### src/rtl/io_out_bank.sv
// Registered, double-buffered output bank with a delayed output-enable sequencer
// and a commit watchdog that parks the pads on a safe pattern when commits stall.
module io_out_bank #(
  parameter int unsigned       WIDTH      = 4,
  parameter logic [WIDTH-1:0]  SAFE_VALUE = '0,
  parameter int unsigned       OE_DELAY   = 4,
  parameter int unsigned       TIMEOUT    = 0
) (
  input  logic             clk,
  input  logic             rst_n,
  input  logic [WIDTH-1:0] wdata,
  input  logic             wr,
  input  logic             commit,
  input  logic             oe_req,
  input  logic             fault_clr,
  output logic [WIDTH-1:0] pad_out,
  output logic             pad_oe,
  output logic [1:0]       state,
  output logic             fault
);

  localparam int unsigned CMAX_A = (OE_DELAY > 2) ? OE_DELAY : 2;
  localparam int unsigned CMAX   = (TIMEOUT > CMAX_A) ? TIMEOUT : CMAX_A;
  localparam int unsigned CW     = $clog2(CMAX);

  localparam logic [CW-1:0] ARM_LAST = CW'(OE_DELAY - 1);
  localparam logic [CW-1:0] WD_LAST  = (TIMEOUT > 0) ? CW'(TIMEOUT - 1) : '0;

  typedef enum logic [1:0] {
    S_OFF   = 2'b00,
    S_ARM   = 2'b01,
    S_RUN   = 2'b10,
    S_FAULT = 2'b11
  } state_t;

  state_t           r_state;
  logic [WIDTH-1:0] r_shadow;
  logic [WIDTH-1:0] r_out;
  logic [WIDTH-1:0] r_pad_out;
  logic             r_pad_oe;
  logic             r_fault;
  logic [CW-1:0]    r_arm_cnt;
  logic [CW-1:0]    r_wd_cnt;

  logic [WIDTH-1:0] w_out_next;
  logic [CW-1:0]    w_arm_inc;
  logic [CW-1:0]    w_wd_inc;
  logic             w_timeout;

  // A same-cycle write bypasses the shadow so wr+commit lands the new word at once.
  assign w_out_next = commit ? (wr ? wdata : r_shadow) : r_out;
  assign w_arm_inc  = (r_arm_cnt == '1) ? r_arm_cnt : r_arm_cnt + CW'(1);
  assign w_wd_inc   = (TIMEOUT == 0) ? '0
                    : ((r_wd_cnt == '1) ? r_wd_cnt : r_wd_cnt + CW'(1));
  assign w_timeout  = (TIMEOUT != 0) && (r_wd_cnt == WD_LAST) && !commit;

  // Pad outputs are registered from next-state values so they change with the state.
  always_ff @(posedge clk) begin
    if (!rst_n) begin
      r_state   <= S_OFF;
      r_shadow  <= SAFE_VALUE;
      r_out     <= SAFE_VALUE;
      r_pad_out <= SAFE_VALUE;
      r_pad_oe  <= 1'b0;
      r_fault   <= 1'b0;
      r_arm_cnt <= '0;
      r_wd_cnt  <= '0;
    end else begin
      if (wr) r_shadow <= wdata;
      r_out     <= w_out_next;
      r_pad_out <= SAFE_VALUE;
      r_pad_oe  <= 1'b0;
      case (r_state)
        S_OFF: begin
          if (oe_req) begin
            r_state   <= S_ARM;
            r_arm_cnt <= '0;
          end
        end
        S_ARM: begin
          if (!oe_req) begin
            r_state <= S_OFF;
          end else if (r_arm_cnt == ARM_LAST) begin
            r_state   <= S_RUN;
            r_wd_cnt  <= '0;
            r_pad_oe  <= 1'b1;
            r_pad_out <= w_out_next;
          end else begin
            r_arm_cnt <= w_arm_inc;
          end
        end
        S_RUN: begin
          if (w_timeout) begin
            r_state  <= S_FAULT;
            r_fault  <= 1'b1;
            r_pad_oe <= 1'b1;
          end else if (!oe_req) begin
            r_state <= S_OFF;
          end else begin
            r_pad_oe  <= 1'b1;
            r_pad_out <= w_out_next;
            r_wd_cnt  <= commit ? '0 : w_wd_inc;
          end
        end
        S_FAULT: begin
          if (fault_clr && !oe_req) begin
            r_state <= S_OFF;
            r_fault <= 1'b0;
          end else begin
            r_pad_oe <= 1'b1;
          end
        end
        default: r_state <= S_OFF;
      endcase
    end
  end

  assign pad_out = r_pad_out;
  assign pad_oe  = r_pad_oe;
  assign state   = r_state;
  assign fault   = r_fault;

endmodule

### config.mk
export PLATFORM = sky130hd
export DESIGN_NAME = io_out_bank
export DESIGN_NICKNAME = d
export VERILOG_FILES = /design/src/rtl/io_out_bank.sv
export SDC_FILE = /design/constraint.sdc
export NUM_CORES = 1
export LEC_CHECK = 0
export BUFFER_PORTS_ARGS = -buffer_cell sky130_fd_sc_hd__buf_4
export CAP_MARGIN = 0
export CORE_MARGIN = 5
export CORE_UTILIZATION = 47
export DETAILED_ROUTE_END_ITERATION = 10
export GPL_ROUTABILITY_DRIVEN = 0
export PLACE_DENSITY = 0.82
export SLEW_MARGIN = 20
export SYNTH_ARGS = -nofsm -noshare
export SYNTH_HDL_FRONTEND = slang
export SYNTH_SLANG_ARGS = --single-unit
### constraint.sdc
create_clock -name clk -period 1.51 [get_ports clk]
set_input_delay 0.302 -clock clk [delete_from_list [all_inputs] [get_ports clk]]
set_output_delay 0.302 -clock clk [all_outputs]
set_load 0.01 [all_outputs]
==> reports/qor.yml, run 1 <==
status: "completed"
viasPerCell: 5.04
min_to: "r_shadow[2]"
hold_buffers: 0
synthTopCellsByCount: "dfxtp_1 (17), nand2_1 (12), mux2i_1 (6), nor2b_1 (6), ha_1 (5)"
postCtsSetupBuffers: 0
wl_um: 1290
clk_latency_ns: 0.28
fin_crit_ns: 1.33
critPathArrivalTime_ns: 1.51
overflow: 0
cp-start-kind: "register"
grt_first_pass_wirelength_um: 2010
crit-reg2reg-launch: "state[0]"
cpMaxStageDelayCell: "dfxtp_1"
min_path_cells: 3
postCtsResizedCells: 0
h-tree-depth: 1
power.leakage_nw: 0.447
clock_path_buffers: 2
grt_max_degree: 16
clkTransAtPathRegs_ns: 0.09
synth_edf_count: 0
critical_path_required_ns: 1.68
synth_cell_types: 23
path_cells: "inv_1, ha_1, a22oi_4, o221ai_2, mux2i_1"
tritoncts: "built"
setup_viol: 0
stdcell_area_um2: 907
path_depth: 5
start_util: 0.507
crit_path_max_fanout: 5
nets: 109
r2r_cells: 5
wl_per_cell_um: 11.8
period_share: 0.884
portBuffers: 16
slew_violations: 0
syn_avg_cell_area_um2: 9.90
placed_area_um2: 881
io_pins: 18
die_area_um2: 2550
max_cap_viol_count: 0
critPathBufInv: 1
dp_hpwl_um: 1010
drive_gt1_frac: 0.237
rrSetupSlack_ns: 0.18
hp-class: "primary input to register"
fmax_mhz: 750
fp.dieW_um: 50.5
synthTopCellsByArea: "dfxtp_1 (44%), ha_1 (8.1%), mux2i_1 (7.8%)"
numCtsBuffers: 3
tns_ns: 0
cts_sinks: 17
syn_to_final_growth_pct: 17.5
ant_nets: 0
track_usage: 0.0990
synth-async-reset-ratio: 0
n_fill_cell: 135
synth_fp_nets: 93
die_y_um: 50.5
yosys.cell_count.top_type: "dfxtp_1"
synth_top_area_frac: 0.441
grt_pass1_vias: 473
antenna_cells: 0
drcViolationCount: 0
yosysSeqAreaShare: 0.441
whs_ns: 0.304
peakVddDrop_mv: 0.661
grt_setup_unrepaired: "no"
yosys.area.top_type: "dfxtp_1"
syn-cell-area_um2: 772
endpoint_kind: "register"
firstDrtPassIters: 4
rr_endpoint: "state[1]"
ys_seq_elements: 17
cts_root_buf: "clkbuf_4"
antenna_found_initial: 0
cp_top_family: "flip-flops"
drt_iter0_markers: 13
synth_cells: 78
rows: 14
min-delay-start: "wdata[2]"
yosysWarnings: 0
finClkSkew_ns: 0.00269
critPathMaxStageDelay_ns: 0.40
num_vias: 549
hold_viol: 0
ys.flop_type: "dfxtp_1"
powerDensity_nw_per_um2: 1010
path_class: "register to register"
core_um2: 1520
-- registers in the layout (all words and copies together) (netlist names) --
signal,flops
pad_out,4
r_out,4
r_shadow,4
state,2
pad_oe,1
r_arm_cnt,2
-- final cells by class --
class,count,area [µm²],share of cell area
clock buffers,4,26.3,0.0290
inverters,4,15.0,0.0166
multi-input cells,52,385,0.425
flip-flops and latches,17,340,0.375
well taps,16,20.0,0.0221
repair buffers,16,120,0.132
-- power by group --
| group | switching [mW] | total (mW) | internal, mW |
|---|---|---|---|
| sequential | 0.0191 | 0.495 | 0.476 |
| combinational | 0.101 | 0.193 | 0.0919 |
| clock | 0.126 | 0.229 | 0.103 |
| total | 0.246 | 0.916 | 0.670 |
-- metrics by stage --
stage                     total power, mW  setup WS [ns]  std cells   util
after floorplan                     0.643          0.211         78      -
after global placement              0.690          0.239        105  0.578
after detailed placement            0.699          0.189        105  0.578
after CTS                           0.923          0.170        109  0.595
after global routing                0.962         0.0835        109  0.595
final                               0.916          0.176        109  0.595
-- how the worst max path moves through the flow --
stage / from / end / slack [ns]
6_report: state[0] / state[1] / 0.18
5_1_grt: state[0] / state[1] / 0.08
4_1_cts: state[0] / state[1] / 0.17
3_5_place_dp: state[0] / state[1] / 0.19
3_3_place_gp: state[0] / state[0] / 0.24
2_1_floorplan: state[0] / state[0] / 0.21
-- cells by family (layout without fill, tap and decap cells) --
logic type                 Yosys count  count (layout)  share of synthesized area
AOI/OAI and AO/OA                   13              13                      0.151
adders and majority gates            5               5                     0.0810
buffers and inverters                9              24                     0.0600
DFF                                 17              17                      0.441
muxes                                6               6                     0.0778
other                                1               1                    0.00486
and+or+nand+nor                     27              27                      0.185
-- worst min-delay path: stages --
cell	delay, ns
buf_4	0.08
mux2i_1	0.07
nor2b_1	0.10
-- cells in the final DEF (no fill, tap or decap) --
| cell | synthesis | routed |
|---|---|---|
| nand4_1 | 1 | 1 |
| nor2_1 | 1 | 1 |
| nand2b_1 | 1 | 1 |
| inv_1 | 4 | 4 |
| a21oi_1 | 2 | 2 |
| a22oi_4 | 1 | 1 |
| buf_4 | 1 | 16 |
| dfxtp_1 | 17 | 17 |
| clkbuf_1 | 2 | 1 |
| nand2b_4 | 1 | 1 |
| nand2_1 | 12 | 12 |
| and2_1 | 4 | 4 |
| o211a_1 | 4 | 4 |
| clkbuf_4 | 0 | 3 |
| mux2i_1 | 6 | 6 |
| o21ai_0 | 3 | 3 |
| ha_1 | 5 | 5 |
| nor2b_1 | 6 | 6 |
| a22oi_1 | 2 | 2 |
| conb_1 | 1 | 1 |
| nand3_1 | 1 | 1 |
| o221ai_2 | 1 | 1 |
-- routing by layer --
metal,vias to the layer above,global-route usage,wire length (µm)
met3,2,0.0473,82
met4,0,0.0128,10
met2,16,0.155,596
met5,-,0,0
met1,245,0.127,598
li1,286,-,-
No activity file was read; power rests on OpenSTA's default activity.
==> inputs of run 2 (changes only) <==
- CORE_ASPECT_RATIO: unset -> 1.25
- CORE_MARGIN: 5 -> unset
==> reports/qor.yml, run 2 (same netlist as run 1, synthesis figures left out) <==
portBuffers: 16  # unchanged
fin_crit_ns: 1.35  # was 1.33 ns
cp-start-kind: "register"  # unchanged
viasPerCell: 5.11  # was 5.04
die_y_um: 47.3  # was 50.5 µm
max_cap_viol_count: 0  # unchanged
setup_viol: 0  # unchanged
numCtsBuffers: 3  # unchanged
antenna_found_initial: 0  # unchanged
grt_setup_unrepaired: "no"  # unchanged
cts_sinks: 17  # unchanged
syn_to_final_growth_pct: 17.8  # was 17.5%
h-tree-depth: 1  # unchanged
hold_viol: 0  # unchanged
met1_usage: 0.197  # was 0.127
clkTransAtPathRegs_ns: 0.09  # about the same
tritoncts: "built"  # unchanged
min_path_cells: 3  # unchanged
grt_max_degree: 16  # unchanged
clock_path_buffers: 2  # unchanged
grt_first_pass_wirelength_um: 2080  # was 2010 µm
dp_hpwl_um: 930  # was 1010 µm
core_um2: 1540  # was 1520 µm²
power_mw: 0.921  # was 0.916 mW
crit-reg2reg-launch: "state[1]"  # was state[0]
cts_root_buf: "clkbuf_4"  # unchanged
peakVddDrop_mv: 0.541  # was 0.661 mV
critPathArrivalTime_ns: 1.56  # was 1.51 ns
crit_path_max_fanout: 7  # was 5
path_class: "register to register"  # unchanged
drive_gt1_frac: 0.237  # unchanged
track_usage: 0.170  # was 0.0990
status: "completed"  # unchanged
min-delay-start: "wdata[2]"  # unchanged
nets: 109  # unchanged
grt_use_met3: 0.0427  # was 0.0473
dpl.cell_count: 107  # was 105
power.leakage_nw: 0.447  # unchanged
powerDensity_nw_per_um2: 1010  # about the same
fp.dieW_um: 38.3  # was 50.5 µm
drcViolationCount: 0  # unchanged
critical_path_required_ns: 1.73  # was 1.68 ns
stdcell_area_um2: 910  # was 907 µm²
endpoint_kind: "register"  # unchanged
period_share: 0.891  # was 0.884
tns_ns: 0  # unchanged
r2r_cells: 5  # unchanged
rrSetupSlack_ns: 0.16  # was 0.18 ns
clk_latency_ns: 0.28  # about the same
post-place-ws_ns: 0.185  # was 0.189 ns
n_fill_cell: 119  # was 135
final_cell_mix: "dfxtp_1 (17), buf_4 (16), nand2_1 (12), mux2i_1 (6), nor2b_1 (6)"  # unchanged
overflow: 0  # unchanged
num_vias: 567  # was 549
setup_ws_ns: 0.164  # was 0.176 ns
start_util: 0.501  # was 0.507
hp-class: "primary input to register"  # unchanged
wl_per_cell_um: 11.2  # was 11.8 µm
grt_busiest_layer: "met2"  # unchanged
wl_um: 1240  # was 1290 µm
final_cells: 111  # was 109
rows: 16  # was 14
hold_buffers: 0  # unchanged
fmax_mhz: 743  # was 750 MHz
placed_area_um2: 883  # was 881 µm²
postCtsSetupBuffers: 0  # unchanged
ant_nets: 0  # unchanged
layout_commonest_cell: "dfxtp_1"  # unchanged
grt_pass1_vias: 463  # was 473
slew_violations: 0  # unchanged
antenna_cells: 0  # unchanged
io_pins: 18  # unchanged
min_to: "r_shadow[2]"  # unchanged
postCtsResizedCells: 0  # unchanged
drt_iter0_markers: 13  # unchanged
grt_use_met2: 0.288  # was 0.155
die_area_um2: 1810  # was 2550 µm²
firstDrtPassIters: 4  # unchanged
rr_endpoint: "r_arm_cnt[1]"  # was state[1]
finClkSkew_ns: 0.000786  # was 0.00269 ns
## run 2: cell counts in the layout (fill, tap and decap cells not counted)
Identical to the previous run, type by type.
## run 2: critical path: stages, from the launching register on
cell     delay [ns]
dfxtp_1        0.41
inv_1          0.08
ha_1           0.27
o21ai_0        0.27
a22oi_1        0.13
nor2b_1        0.12
## run 2: worst max path at each step
stage | startpoint | to | slack, ns
floorplan | state[0] | state[0] | 0.21
global placement | state[0] | state[0] | 0.24
detailed placement | state[1] | r_arm_cnt[1] | 0.19
CTS | state[1] | r_arm_cnt[1] | 0.16
global route | state[1] | state[0] | 0.06
finish | state[1] | r_arm_cnt[1] | 0.16
## run 2: stage by stage
step / util / hold slack (ns)
finish: 0.590 / 0.305
CTS: 0.590 / 0.304
floorplan: - / 0.445
detailed placement: 0.573 / 0.466
global placement: 0.573 / 0.457
global route: 0.590 / 0.307
## run 2: layout make-up
| class | count | area (µm²) | area share |
|---|---|---|---|
| tap | 18 | 22.5 | 0.0248 |
| sequential | 17 | 340 | 0.374 |
| multi-input combinational | 52 | 385 | 0.424 |
| clock buffer | 4 | 26.3 | 0.0289 |
| inverter | 4 | 15.0 | 0.0165 |
| timing repair buffer | 16 | 120 | 0.132 |
## run 2: power breakdown
part	total, mW	switching, mW	internal [mW]	leakage (nW)
Combinational	0.197	0.106	0.0918	0.293
Sequential	0.495	0.0193	0.476	0.139
Clock	0.228	0.126	0.102	0.0150
## run 2: metal layers
| metal | up-vias | routed length (µm) |
|---|---|---|
| li1 | 286 | - |
| met1 | 253 | 517 |
| met2 | 20 | 632 |
| met3 | 8 | 51 |
| met4 | 0 | 40 |
| met5 | - | 0 |
==> inputs of run 3 (changes only) <==
- CORE_UTILIZATION: 47 -> 45
- clock period: 1.51 -> 1.1 ns (I/O delays scaled with it)
==> reports/qor.yml, run 3 (same netlist as run 1, synthesis figures left out) <==
core_um2: 1580  # was 1540 µm²
numCtsBuffers: 3  # unchanged
antenna_cells: 0  # unchanged
grt_setup_unrepaired: "yes"  # was no
path_class: "register to register"  # unchanged
cp-start-kind: "register"  # unchanged
clkTransAtPathRegs_ns: 0.10  # was 0.09 ns
power_mw: 1.43  # was 0.921 mW
layout_commonest_cell: "buf_4"  # was dfxtp_1
syn_to_final_growth_pct: 35.0  # was 17.8%
powerDensity_nw_per_um2: 1370  # was 1010 nW/µm²
crit_path_max_fanout: 4  # was 7
rows: 16  # unchanged
hold_buffers: 0  # unchanged
die_area_um2: 1890  # was 1810 µm²
firstDrtPassIters: 3  # was 4
critical_path_required_ns: 1.29  # was 1.73 ns
period_share: 1.06  # was 0.891
start_util: 0.488  # was 0.501
power.leakage_nw: 0.484  # was 0.447 nW
wl_um: 1320  # was 1240 µm
drt_iter0_markers: 4  # was 13
tns_ns: -0.244  # was 0 ns
dp_hpwl_um: 990  # was 930 µm
failed_checks: "negative setup slack"
endpoint_kind: "register"  # unchanged
num_vias: 583  # was 567
clk_latency_ns: 0.29  # was 0.28 ns
io_pins: 18  # unchanged
die_y_um: 48.3  # was 47.3 µm
hp-class: "primary input to register"  # unchanged
final_cells: 117  # was 111
nets: 115  # was 109
track_usage: 0.159  # was 0.170
drive_gt1_frac: 0.444  # was 0.237
antenna_found_initial: 0  # unchanged
final_cell_mix: "buf_4 (22), dfxtp_1 (13), nand2_1 (11), mux2i_1 (6), nor2b_1 (6)"  # was dfxtp_1 (17), buf_4 (16), nand2_1 (12), mux2i_1 (6), nor2b_1 (6)
ant_nets: 0  # unchanged
wl_per_cell_um: 11.3  # was 11.2 µm
setup_ws_ns: -0.0695  # was 0.164 ns
hold_viol: 0  # unchanged
fin_crit_ns: 1.17  # was 1.35 ns
status: "finished, violations left"  # was completed
overflow: 0  # unchanged
drcViolationCount: 0  # unchanged
cts_sinks: 17  # unchanged
portBuffers: 16  # unchanged
setup_viol: 6  # was 0
h-tree-depth: 1  # unchanged
tritoncts: "built"  # unchanged
fp.dieW_um: 39.0  # was 38.3 µm
critPathArrivalTime_ns: 1.36  # was 1.56 ns
grt_max_degree: 16  # unchanged
dpl.cell_count: 113  # was 107
max_cap_viol_count: 0  # unchanged
post-place-ws_ns: -0.157  # was 0.185 ns
grt_first_pass_wirelength_um: 2140  # was 2080 µm
finClkSkew_ns: 0.00230  # was 0.000786 ns
fmax_mhz: 855  # was 743 MHz
slew_violations: 0  # unchanged
clock_path_buffers: 2  # unchanged
grt_pass1_vias: 523  # was 463
peakVddDrop_mv: 0.857  # was 0.541 mV
viasPerCell: 4.98  # was 5.11
cts_root_buf: "clkbuf_4"  # unchanged
-- run 3: worst paths after layout --
check,to,from,slack [ns],cells after the start
max,state[1],state[0],-0.07,5
max reg2reg,state[1],state[0],-0.07,5
min,r_shadow[0],wdata[0],0.21,3
min reg2reg,r_out[1],r_out[1],0.48,1
-- run 3: metal layers --
| metal | GRT usage | up-vias | part of all wire |
|---|---|---|---|
| met3 | 0.0413 | 4 | 0.036 |
| li1 | - | 298 | - |
| met5 | 0 | - | 0 |
| met1 | 0.187 | 272 | 0.44 |
| met4 | 0.0862 | 0 | 0.026 |
| met2 | 0.253 | 9 | 0.50 |
-- run 3: repair_timing --
action | CTS | global route
endpoints found under the hold margin | 0 | 0
pin swaps | 5 | 1
setup endpoints to repair | 9 | 10
resized for setup | 13 | 1
setup buffers | 0 | 0
-- run 3: stage by stage --
stage / cell area [µm²] / util / hold slack, ns
5_1_grt: 1040 / 0.659 / 0.230
4_1_cts: 1040 / 0.657 / 0.211
3_3_place_gp: 966 / 0.611 / 0.456
6_report: 1040 / 0.659 / 0.211
3_5_place_dp: 966 / 0.611 / 0.462
2_1_floorplan: 810 / - / 0.380
-- run 3: layout make-up --
class,count,area [µm²]
Sequential cell,17,350
Timing Repair Buffer,22,165
Inverter,4,20.0
Multi-Input combinational cell,52,457
Clock inverter,1,5.00
Clock buffer,3,22.5
Fill cell,107,539
Tap cell,18,22.5
-- run 3: report_power, final --
| group | total, mW | internal [mW] | switching (mW) |
|---|---|---|---|
| clock network | 0.337 | 0.135 | 0.202 |
| registers | 0.696 | 0.659 | 0.0368 |
| logic | 0.397 | 0.216 | 0.182 |
-- run 3: worst max-delay path: stages (launching register included) --
cell      delay [ns]
dfxtp_4         0.40
inv_4           0.05
ha_4            0.16
a22oi_4         0.17
o221ai_2        0.14
mux2i_1         0.14
